[src/rtl/strobe_scan_if.sv]
// Bundle of the scan control, brightness write port and column/LED drive
// signals exchanged between the host side and the strobe scanner.
interface strobe_scan_if #(
    parameter int COLS = 4
);
    localparam int AW = $clog2(COLS);

    logic            enable;
    logic            wr_en;
    logic [AW-1:0]   wr_addr;
    logic [3:0]      wr_data;
    logic [COLS-1:0] col;
    logic            led;
    logic [AW-1:0]   active_col;
    logic            frame_done;

    modport master (
        output enable, wr_en, wr_addr, wr_data,
        input  col, led, active_col, frame_done
    );

    modport slave (
        input  enable, wr_en, wr_addr, wr_data,
        output col, led, active_col, frame_done
    );
endinterface

[src/rtl/strobe_scan.sv]
// Column-scan scheduler: time-multiplexes one PWM LED line across COLS columns,
// with a blanking gap before every column slot to suppress ghosting.
module strobe_scan #(
    parameter int COLS   = 4,
    parameter int BLANK  = 2,
    parameter int REPEAT = 1
) (
    input  logic         clk,
    input  logic         reset,
    strobe_scan_if.slave bus
);
    localparam int AW = $clog2(COLS);
    localparam int BW = (BLANK > 1) ? $clog2(BLANK) : 1;
    localparam int RW = (REPEAT > 1) ? $clog2(REPEAT) : 1;

    typedef enum logic [1:0] {
        S_IDLE,
        S_BLANK,
        S_ON
    } state_t;

    state_t          state, state_n;
    logic [BW-1:0]   bcnt, bcnt_n;
    logic [3:0]      p, p_n;
    logic [RW-1:0]   rcnt, rcnt_n;
    logic [3:0]      shadow, shadow_n;
    logic [COLS-1:0] col_q, col_n;
    logic            led_q, led_n;
    logic [AW-1:0]   act_q, act_n;
    logic            fd_q, fd_n;
    logic [3:0]      level [COLS];
    logic            on_last;

    function automatic logic [COLS-1:0] onehot(input logic [AW-1:0] idx);
        logic [COLS-1:0] v;
        v      = '0;
        v[idx] = 1'b1;
        return v;
    endfunction

    // Brightness registers: host writes land in any state.
    always_ff @(posedge clk) begin
        if (!reset) begin
            for (int i = 0; i < COLS; i++) level[i] <= 4'd0;
        end else if (bus.wr_en) begin
            level[bus.wr_addr] <= bus.wr_data;
        end
    end

    always_ff @(posedge clk) begin
        if (!reset) begin
            state  <= S_IDLE;
            bcnt   <= '0;
            p      <= 4'd0;
            rcnt   <= '0;
            shadow <= 4'd0;
            col_q  <= '0;
            led_q  <= 1'b0;
            act_q  <= '0;
            fd_q   <= 1'b0;
        end else begin
            state  <= state_n;
            bcnt   <= bcnt_n;
            p      <= p_n;
            rcnt   <= rcnt_n;
            shadow <= shadow_n;
            col_q  <= col_n;
            led_q  <= led_n;
            act_q  <= act_n;
            fd_q   <= fd_n;
        end
    end

    assign on_last = (p == 4'd15) && (rcnt == RW'(REPEAT - 1));

    // Outputs are computed for the cycle after the edge, so every pin is a flop.
    always_comb begin
        state_n  = state;
        bcnt_n   = bcnt;
        p_n      = p;
        rcnt_n   = rcnt;
        shadow_n = shadow;
        col_n    = '0;
        led_n    = 1'b0;
        act_n    = act_q;
        fd_n     = 1'b0;
        unique case (state)
            S_IDLE: begin
                if (bus.enable) begin
                    state_n = S_BLANK;
                    bcnt_n  = '0;
                    act_n   = '0;
                end
            end
            S_BLANK: begin
                if (bcnt == BW'(BLANK - 1)) begin
                    // Latch brightness at slot entry; a same-edge write is not seen.
                    state_n  = S_ON;
                    p_n      = 4'd0;
                    rcnt_n   = '0;
                    shadow_n = level[act_q];
                    col_n    = onehot(act_q);
                    led_n    = (level[act_q] != 4'd0);
                end else begin
                    bcnt_n = bcnt + BW'(1);
                end
            end
            S_ON: begin
                if (on_last) begin
                    act_n   = act_q + AW'(1);
                    fd_n    = (act_q == AW'(COLS - 1));
                    bcnt_n  = '0;
                    state_n = bus.enable ? S_BLANK : S_IDLE;
                end else begin
                    p_n = p + 4'd1;
                    if (p == 4'd15) rcnt_n = rcnt + RW'(1);
                    col_n = onehot(act_q);
                    led_n = (p_n < shadow);
                end
            end
            default: state_n = S_IDLE;
        endcase
    end

    assign bus.col        = col_q;
    assign bus.led        = led_q;
    assign bus.active_col = act_q;
    assign bus.frame_done = fd_q;
endmodule

[src/flat_wrapper.sv]
// flat-port wrapper written by rule: the top's interface ports become plain ports
module strobe_scan_flat 
#(
    parameter int COLS   = 4,
    parameter int BLANK  = 2,
    parameter int REPEAT = 1
)
  (clk, reset, bus_enable, bus_wr_en, bus_wr_addr, bus_wr_data, bus_col, bus_led, bus_active_col, bus_frame_done);
  strobe_scan_if #(.COLS(COLS)) bus_i ();
  input  logic clk;
  input  logic reset;
  input wire logic [$bits(bus_i.enable)-1:0] bus_enable;
  input wire logic [$bits(bus_i.wr_en)-1:0] bus_wr_en;
  input wire logic [$bits(bus_i.wr_addr)-1:0] bus_wr_addr;
  input wire logic [$bits(bus_i.wr_data)-1:0] bus_wr_data;
  output wire logic [$bits(bus_i.col)-1:0] bus_col;
  output wire logic [$bits(bus_i.led)-1:0] bus_led;
  output wire logic [$bits(bus_i.active_col)-1:0] bus_active_col;
  output wire logic [$bits(bus_i.frame_done)-1:0] bus_frame_done;
  assign bus_i.enable = bus_enable;
  assign bus_i.wr_en = bus_wr_en;
  assign bus_i.wr_addr = bus_wr_addr;
  assign bus_i.wr_data = bus_wr_data;
  assign bus_col = bus_i.col;
  assign bus_led = bus_i.led;
  assign bus_active_col = bus_i.active_col;
  assign bus_frame_done = bus_i.frame_done;
  strobe_scan #(.COLS(COLS), .BLANK(BLANK), .REPEAT(REPEAT)) u_core (.clk(clk), .reset(reset), .bus(bus_i));
endmodule
[config.mk]
export PLATFORM = sky130hd
export DESIGN_NAME = strobe_scan_flat
export DESIGN_NICKNAME = d
export VERILOG_FILES = /design/src/rtl/strobe_scan_if.sv /design/src/rtl/strobe_scan.sv /design/src/flat_wrapper.sv
export SDC_FILE = /design/constraint.sdc
export NUM_CORES = 1
export LEC_CHECK = 0
export ABC_AREA = 1
export BUFFER_PORTS_ARGS = -buffer_cell sky130_fd_sc_hd__buf_2
export CORE_ASPECT_RATIO = 1.25
export CORE_UTILIZATION = 35
export CTS_BUF_LIST = sky130_fd_sc_hd__clkbuf_4 sky130_fd_sc_hd__clkbuf_8 sky130_fd_sc_hd__clkbuf_16
export DETAILED_ROUTE_END_ITERATION = 7
export PLACE_DENSITY = 0.56
export SLEW_MARGIN = 0
export SYNTH_ARGS = -nofsm -noshare
export SYNTH_HDL_FRONTEND = slang
export SYNTH_SLANG_ARGS = --single-unit
export TNS_END_PERCENT = 30
[constraint.sdc]
create_clock -name clk -period 1.99 [get_ports clk]
set_input_delay 0.597 -clock clk [delete_from_list [all_inputs] [get_ports clk]]
set_output_delay 0.597 -clock clk [all_outputs]
set_load 0.01 [all_outputs]
==> metrics <==
status=finished clean; Chip Width=66.7 µm; total wire length=3330 µm; M1 WL=1420 µm; net switching power=415 µW; ys flop type=dfxtp_1; Setup Skew=0.00551 ns; GRT overflow=0; Synth Register Bits=38; CTS root buf=clkbuf_8; core box area=5040 µm²; CP max stage delay=0.38 ns; GRT Total Usage=0.138; internal cell power=1160 µW; most frequent cells in the layout=nand2_1 (52), inv_1 (27), nor2_1 (24); Total Nets Final=262; period utilization=0.852; DR iter-0 viols=82; multi-input logic area=778 µm²; GPL Wtd Cong=0.766; actual slew at the worst max-slew pin=0.394 ns; FP Rows=29; Ports=18; CTS resizes=0; maxcap violations=0; area of the mapped netlist=1830 µm²; DR vias=1356; setup tns final=0 ns; largest net degree at the start of global routing=13; commonest non-fill, non-tap cell in the layout=nand2_1; IO Port Bufs=17; dpl ws=0.311 ns; sequential cell area=921 µm²; fmax=590 MHz; EDFF count, synth=16; Min-Delay Path Class=reg2reg; Final WS setup=0.295 ns; clk buf depth=2; Final HPWL DP=2590 µm; WP data required=2.19 ns; Post-synth ARST share=0; WP buf/inv=2; sequential share of power=0.551; relative slew slack=0.736; Worst VDD drop=0.000365 V; Syn Nets=240; PD cells=757 nW/µm²; first-pass GRT wire length=5710 µm; Final Setup Violations=0; Initial Util=0.363; Worst setup SP type=flip-flop; combinational fraction of design power=0.120; Final Max Tran Viols=0; met2 WL=1750 µm; ANT cells=0; # H-tree levels=2; Avg Cell Area, Syn=8.44 µm²; Leak=0.000906 µW; DRC errors left=0; register area share after synthesis=0.503; clk sinks=38; Unique masters post-synth=23; Fin. Hold Viols=0; Ys Warns=0; number of global-route vias before repair=1285; RSZ-0062 raised after global routing=no; Fillers=522; CP max-delay cell=ha_1; post-DR vias/cell=4.49; post-detailed-route count of antenna-violating nets=0; cells along the critical path=inv_1 > ha_1 > inv_1 > nor2_2 > nor2_8 > nand2_1 > nand2_1 > a21oi_1; first-pass iteration count of the detailed router=4; Die H=82.9 µm; critical path peak fanout=11; Tmin final=1.70 ns; number of hold buffers added after CTS=0; Die Area=5530 µm²; share of cells above drive strength 1=0.142; Crit path arrival time=1.90 ns; critical path's top delay family=simple AND/OR/NAND/NOR gates; Reg clk slew, reported paths=0.08 ns; CTS tree=done; crit end category=flip-flop; Top Metal Used=met4; switch share=0.264; antenna violations before repair=0; Clk network pwr share=0.329; WL met3=122 µm; drt wl/cell=11.0 µm; Clk Latency, worst-skew pair=0.29 ns; area grow syn2layout=13.3%; Reg2Reg Setup Slack=0.29 ns; Synth Instances=217; Worst Setup Path Type=reg2reg; Num CTS Buffers=5; buffer count from post-CTS setup fixing=0
-- registers in the layout, indices dropped and copies added, names as in the netlist, named ones only --
| signal | flops |
|---|---|
| u_core.state | 2 |
| u_core.bus.active_col | 2 |
| u_core.rcnt | 1 |
| u_core.bcnt | 1 |
| u_core.p | 4 |
| u_core.bus.frame_done | 1 |
| u_core.bus.led | 1 |
| u_core.shadow | 4 |
| u_core.bus.col | 4 |
| u_core.level | 16 |
-- layout make-up --
cell class | count | share of cell area
Inverter | 28 | 0.0507
Multi-Input combinational cell | 146 | 0.375
Timing Repair Buffer | 20 | 0.0519
Sequential cell | 38 | 0.444
Clock inverter | 3 | 0.00784
Tap cell | 62 | 0.0374
Clock buffer | 5 | 0.0332
-- final timing paths --
path                                       from                  endpoint  cells past startpoint
worst max-delay path            u_core.state[0]  u_core.bus.active_col[1]                      8
worst min-delay path                u_core.bcnt               u_core.bcnt                      2
worst max register to register  u_core.state[0]  u_core.bus.active_col[1]                      8
worst min register to register      u_core.bcnt               u_core.bcnt                      2
-- power by group through the flow --
stage               Sequential [µW]  Clock [µW]  Combinational, µW
floorplan                       880           0                142
global placement                883           0                186
detailed placement              884           0                187
CTS                             866         534                188
global route                    871         567                215
finish                          865         517                188
-- logic make-up after synthesis --
| kind of cell | count (synthesis) | share of synthesized area |
|---|---|---|
| and+or+nand+nor | 106 | 0.258 |
| DFF | 38 | 0.503 |
| buffers and inverters | 33 | 0.0724 |
| AOI/OAI and AO/OA | 26 | 0.0738 |
| adders and majority gates | 13 | 0.0888 |
| xor gates and xnor gates | 1 | 0.00478 |
-- routing by layer --
metal  GRT usage  vias to the layer above
met5           0                        -
met4      0.0522                        0
met3      0.0426                        4
met2       0.240                       24
met1       0.152                      589
li1            -                      739
-- worst reg2reg max path: cells and delay by family, from the launching register on --
kind                       cells  cell delay [ns]
and+or+nand+nor                4             0.48
AOI/OAI and AO/OA              1             0.17
buffers and inverters          2             0.23
adders and majority gates      1             0.38
DFF                            1             0.35
-- Yosys cell counts (2+ instances only) --
| master | number | share of area |
|---|---|---|
| dfxtp_1 | 22 | 0.24 |
| nor2_1 | 24 | 0.049 |
| nand3_1 | 17 | 0.046 |
| ha_1 | 13 | 0.089 |
| nand3_2 | 2 | 0.011 |
| nor3_1 | 5 | 0.014 |
| clkbuf_1 | 3 | 0.0061 |
| nand2_1 | 52 | 0.11 |
| o21bai_1 | 2 | 0.0082 |
| a21oi_1 | 16 | 0.044 |
| edfxtp_1 | 16 | 0.26 |
| o21ai_0 | 8 | 0.022 |
| inv_1 | 27 | 0.055 |
-- through the flow --
| stage | util | cell area [µm²] | hold WS, ns | cells | power [µW] |
|---|---|---|---|---|---|
| after detailed placement | 0.394 | 1990 | 0.476 | 294 | 1070 |
| after global placement | 0.394 | 1990 | 0.467 | 294 | 1070 |
| final | 0.411 | 2070 | 0.491 | 302 | 1570 |
| after CTS | 0.411 | 2070 | 0.488 | 302 | 1590 |
| after floorplan | - | 1830 | 0.452 | 217 | 1020 |
| after global routing | 0.411 | 2070 | 0.512 | 302 | 1650 |
No activity file was read; power rests on OpenSTA's default activity.
